--- config.mk ---
export PLATFORM = sky130hd
export DESIGN_NAME = rotshift_counter
export DESIGN_NICKNAME = d
export VERILOG_FILES = /design/src/rtl/rotshift_counter.sv
export SDC_FILE = /design/constraint.sdc
export NUM_CORES = 1
export LEC_CHECK = 0
export BUFFER_PORTS_ARGS = -buffer_cell sky130_fd_sc_hd__buf_2
export CORE_UTILIZATION = 40
export DETAILED_ROUTE_END_ITERATION = 12
export GPL_ROUTABILITY_DRIVEN = 0
export PLACE_DENSITY = 0.73
export SLEW_MARGIN = 20
export SYNTH_ARGS = -nofsm -noshare
export SYNTH_HDL_FRONTEND = slang
export SYNTH_SLANG_ARGS = --single-unit
--- constraint.sdc ---
create_clock -name clk -period 2.9 [get_ports clk]
set_clock_uncertainty 0.05 [all_clocks]
set_input_delay 0.58 -clock clk [delete_from_list [all_inputs] [get_ports clk]]
set_output_delay 0.58 -clock clk [all_outputs]
set_load 0.02 [all_outputs]
--- src/rtl/rotshift_counter.sv ---
// rtl/rotshift_counter.sv - loadable rotate/Johnson/shift register with step counter and period-wrap pulse
// Optional sticky one-hot checker enabled by macro ROTSHIFT_ONEHOT_CHECK_EN.
module rotshift_counter #(
    parameter int               WIDTH       = 4,
    parameter logic [WIDTH-1:0] RESET_VALUE = {{(WIDTH-1){1'b0}}, 1'b1},
    localparam int              CW          = $clog2(2*WIDTH+1)
) (
    input  logic             clk,
    input  logic             reset_n,
    input  logic             load,
    input  logic [WIDTH-1:0] data,
    input  logic             en,
    input  logic             dir,
    input  logic [1:0]       mode,
    input  logic             sin,
    output logic [WIDTH-1:0] q,
    output logic [CW-1:0]    step_cnt,
    output logic             wrap
`ifdef ROTSHIFT_ONEHOT_CHECK_EN
    ,
    output logic             onehot_err
`endif
);

    localparam logic [1:0] MODE_ROT  = 2'b00;
    localparam logic [1:0] MODE_JOHN = 2'b01;
    localparam logic [1:0] MODE_SHFT = 2'b10;
    localparam logic [1:0] MODE_HOLD = 2'b11;

    logic [WIDTH-1:0] q_q, q_d;
    logic [CW-1:0]    cnt_q, cnt_d;
    logic             wrap_q, wrap_d;
    logic [1:0]       last_mode_q, last_mode_d;
    logic [CW-1:0]    period;
    logic [CW-1:0]    cnt_inc;

    assign period  = (mode == MODE_JOHN) ? CW'(2*WIDTH) : CW'(WIDTH);
    assign cnt_inc = cnt_q + CW'(1);

    always_comb begin
        q_d         = q_q;
        cnt_d       = cnt_q;
        wrap_d      = 1'b0;
        last_mode_d = last_mode_q;
        if (load) begin
            q_d   = data;
            cnt_d = '0;
        end else if (en && (mode != MODE_HOLD)) begin
            case (mode)
                MODE_ROT:  q_d = dir ? {q_q[0], q_q[WIDTH-1:1]}  : {q_q[WIDTH-2:0], q_q[WIDTH-1]};
                MODE_JOHN: q_d = dir ? {~q_q[0], q_q[WIDTH-1:1]} : {q_q[WIDTH-2:0], ~q_q[WIDTH-1]};
                default:   q_d = dir ? {sin, q_q[WIDTH-1:1]}     : {q_q[WIDTH-2:0], sin};
            endcase
            last_mode_d = mode;
            // A mode switch abandons the running period; this step opens a new one.
            if (mode != last_mode_q) begin
                cnt_d = CW'(1);
            end else if (cnt_inc == period) begin
                cnt_d  = '0;
                wrap_d = 1'b1;
            end else begin
                cnt_d = cnt_inc;
            end
        end
    end

    always_ff @(posedge clk or negedge reset_n) begin
        if (!reset_n) begin
            q_q         <= RESET_VALUE;
            cnt_q       <= '0;
            wrap_q      <= 1'b0;
            last_mode_q <= MODE_ROT;
        end else begin
            q_q         <= q_d;
            cnt_q       <= cnt_d;
            wrap_q      <= wrap_d;
            last_mode_q <= last_mode_d;
        end
    end

    assign q        = q_q;
    assign step_cnt = cnt_q;
    assign wrap     = wrap_q;

`ifdef ROTSHIFT_ONEHOT_CHECK_EN
    logic err_q, err_d;

    always_comb begin
        err_d = err_q;
        if (load && ($countones(data) == 1)) begin
            err_d = 1'b0;
        end else if ((mode == MODE_ROT) && ($countones(q_q) != 1)) begin
            err_d = 1'b1;
        end
    end

    always_ff @(posedge clk or negedge reset_n) begin
        if (!reset_n) begin
            err_q <= 1'b0;
        end else begin
            err_q <= err_d;
        end
    end

    assign onehot_err = err_q;
`endif

endmodule
# After elaboration in Yosys (flattened, before gate mapping)
# Index checks and enable logic that the tools add are counted.
op_classes:
  muxes: 15
  reduce_logical: 4
  eq_ne: 4
  add_sub_neg: 1
  bitwise: 3
op_table:
  columns: ["cell", "count"]
  rows:
  - ["4-bit two-way mux", 10]
  - ["4-bit one-hot mux with 2 select lines", 1]
  - ["4-bit by 1-bit adder with 4-bit output, second input constant", 1]
  - ["4-bit equality test", 1]
  - ["1-bit two-way mux", 4]
  - ["1-bit NOT", 3]
  - ["2-bit by 1-bit equality test with 1-bit output, second input constant", 1]
  - ["2-bit logical NOT", 1]
  - ["2-bit != test", 1]
  - ["2-bit != test, second input constant", 1]
  - ["2-bit AND reduction", 1]
  - ["2-bit nonzero test", 1]
  - ["1-bit logical AND", 1]
word_totals:
  input_bits: 12
  elab_cells: 31
  output_inout_bits: 9
  register_bits: 11

# Longest topological paths before layout
depth:
  depth_word: 7
  ltp_mapped: 6
  mapped_depth_nobuf: 6

# Least setup slack after synthesis
# Ideal clock, no wire load.
synth_timing:
  path_type: "register -> register"
  from: "register cnt_q[0], in the netlist step_cnt[0]"
  to: "register cnt_q[2], in the netlist step_cnt[2]"
  setup_ps: 118
  period_less_slack_ps: 1608
  stages_incl_launch_ff: 7
  arrival_ps: 1440
  n_path_buf: 0
  t_required_ps: 2732
  setup_slack_ps: 1292
  path_cell_list: "dfrtp_1 > ha_1 > xnor2_1 > nand4b_1 > mux2i_1 > a211oi_1 > a21o_1"
synth_between:
  elab_chain_len: 6
synth_lines:
  columns: ["element", "line", "text"]
  rows:
  - ["start, declared", "31", "logic [CW-1:0] cnt_q, cnt_d;"]
  - ["start signal, assigned", "75", "cnt_q <= cnt_d;"]
  - ["4-bit by 1-bit adder with 4-bit output *", "38", "assign cnt_inc = cnt_q + CW'(1);"]
  - ["4-bit equality test", "58", "end else if (cnt_inc == period) begin"]
  - ["4-bit two-way mux *", "58", null]
  - ["4-bit two-way mux *", "56", "if (mode != last_mode_q) begin"]
  - ["4-bit two-way mux *", "48", "end else if (en && (mode != MODE_HOLD)) begin"]
  - ["4-bit two-way mux *", "45", "if (load) begin"]
# Every way passes the cells marked *; elsewhere a longest branch is shown, timed or not. The select of a mux whose other input is x is not followed.
# A chain may end at the register's enable or synchronous reset.

# Worst setup path after layout
# Same ends and word-level chain as after synthesis.

==> reports/qor.txt <==
Fmax: 603 MHz
largest net degree at the start of global routing: 12
Peak VDD IR: 0.239 mV
PnR worst setup slack: 1.24 ns
die width: 43.4 microns
Distinct cells, synth: 33
Max transition margin: 0.716
# IOs: 21
wire per inst: 12.8 microns
ANT cells: 0
worst-margin pin slew: 0.426 ns
first drt pass iteration count: 8
H-tree depth: 1
crit path launch type: flip-flop
worst endpoint required time: 3.01 ns
worst slack, placed: 1.18 ns
layout cells sized above 1: 0.308
Die ar.: 1890 sq um
Tcrit/Tclk final: 0.572
CTS resizes: 0
Num Clock Sinks: 11
gr ovfl total: 0
fin util: 0.525
Global Route Usage Sum: 0.177
fin cells: 107
Syn. warnings: 0
Syn Inst Count: 70
DRT antenna net count: 0
Synth top area share: 0.364
Syn Nets: 84
prevailing post-synth register cell: dfrtp_1
synth-to-layout area growth: 19.1%
IO buf count: 20
clk slew on worst S/H paths: 0.06 ns
Max-cap violations: 0
number of global-route vias before repair: 561
CTS Buf Count: 3
die height: 43.4 microns
post-DP HPWL: 1110 microns
failing checks: design-rule violations
Fin. Hold Viols: 0
final worst path period need: 1.66 ns
root buffer selected by CTS: clkbuf_4
Leak: 0.397 nW
CTS Hold Bufs: 0
Seq/Total Area, Yosys: 0.403
status: finished, violations left
Pwr Density: 455 nW/um^2
worst setup path category: reg -> reg
Post-CTS Setup Bufs: 0
Synth Register Bits: 11
CTS Buffer Depth: 2
nets: 106
Iter 0 DRT Violations: 20
number of synthesized flops with an enable pin: 0
Synth Area per Inst: 9.81 sq um
area leader, netlist: dfrtp_1
CTS tree: built
first-pass GRT wire length: 2350 microns
cell count after placement: 103
Row Count: 14
initial antenna violation count: 0
cells taking the most area after synthesis: dfrtp_1 36%, xor2_1 5.1%, nand2b_1 4.6%
DR vias/cell: 5.41
Crit. End Element: flip-flop
Synth Cell Area: 687 sq um
Hold WC Path Type: in -> async
core area: 1560 sq um
Setup TNS Final: 0 ns
detailed-route DRC error count: 5
worst-path fanout max: 6
RSZ-0062 raised after global routing: false
Max Slew Vio Count: 0
Crit path arrival time: 1.77 ns
Final setup viols: 0
final wirelength: 1370 microns
initial core utilization: 0.441
vias after detailed routing: 579
Post-synth ARST share: 1.00
Clk Latency, worst-skew pair: 0.26 ns
path summary, 6_finish.rpt:
path	depth (start not counted)	to	slack [ns]	startpoint
setup / recovery	6	step_cnt[2]$_DFFE_PN0P_	1.24	step_cnt[0]$_DFFE_PN0P_
hold reg to reg	2	q[2]$_DFFE_PN0P_	0.50	q[2]$_DFFE_PN0P_
min in group clk	2	q[2]$_DFFE_PN0P_	0.50	q[2]$_DFFE_PN0P_
hold / removal	1	q[2]$_DFFE_PN0P_	0.12	reset_n
setup reg to reg	6	step_cnt[2]$_DFFE_PN0P_	1.24	step_cnt[0]$_DFFE_PN0P_
max in group asynchronous	1	q[0]$_DFFE_PN1P_	2.41	reset_n
through the flow:
step	area (sq um)	hold WS, ns	power [mW]
6_report	818	0.122	0.373
5_1_grt	818	0.124	0.401
4_1_cts	818	0.125	0.380
3_5_place_dp	792	0.414	0.278
3_3_place_gp	792	0.414	0.274
2_1_floorplan	687	0.234	0.246
synth_stat cells, types with 2 or more instances:
| master | n |
|---|---|
| a21oi_1 | 4 |
| buf_2 | 3 |
| dfrtp_1 | 10 |
| ha_1 | 2 |
| mux2_2 | 2 |
| mux2i_1 | 3 |
| nand2_1 | 6 |
| nand2b_1 | 5 |
| nor2_1 | 4 |
| o21ai_0 | 4 |
| o21ai_1 | 2 |
| xor2_1 | 4 |
critical path, stage by stage (launching register included):
cell and delay [ns]:
dfrtp_1 0.43, ha_1 0.25, xnor2_1 0.17, nand4b_1 0.14, mux2i_1 0.26, a211oi_1 0.09, a21o_1 0.16
state kept, by name (all words and copies together), names as in the netlist:
| name | count |
|---|---|
| last_mode_q | 2 |
| step_cnt | 4 |
| wrap | 1 |
| q | 4 |
final cells by class:
type                            instances  area, sq um
Inverter                                1         3.75
Clock buffer                            4         26.3
Tap cell                               16         20.0
Timing Repair Buffer                   20          100
Fill cell                             148          741
Sequential cell                        11          277
Multi-Input combinational cell         55          392
where the power goes:
part / leakage (nW) / internal [mW] / switching, mW
clock network: 0.0150 / 0.0531 / 0.0454
registers: 0.139 / 0.170 / 0.0168
logic: 0.242 / 0.0376 / 0.0501
cells by family after synthesis:
| group | share of synthesized area |
|---|---|
| simple gates | 0.182 |
| compound gates | 0.188 |
| flops | 0.403 |
| xor+xnor | 0.0874 |
| mux | 0.0765 |
| buf+inv | 0.0273 |
| fa+ha+maj | 0.0364 |
metal layers:
metal | GRT usage | vias up | routed length (microns)
met5 | 0 | - | 0
met4 | 0.0750 | 0 | 31
met3 | 0.0792 | 4 | 85
met2 | 0.285 | 20 | 686
met1 | 0.203 | 259 | 570
li1 | - | 296 | -
cells in the final DEF (no fill, tap or decap), types with 2 or more instances in the layout:
cell type  count
buf_2         20
dfrtp_1       10
nand2_1        6
nand2b_1       5
xor2_1         4
nor2_1         4
a21oi_1        4
o21ai_0        4
mux2i_1        3
clkbuf_4       3
mux2_2         2
o21ai_1        2
ha_1           2
(Power assumes the default switching activity.)
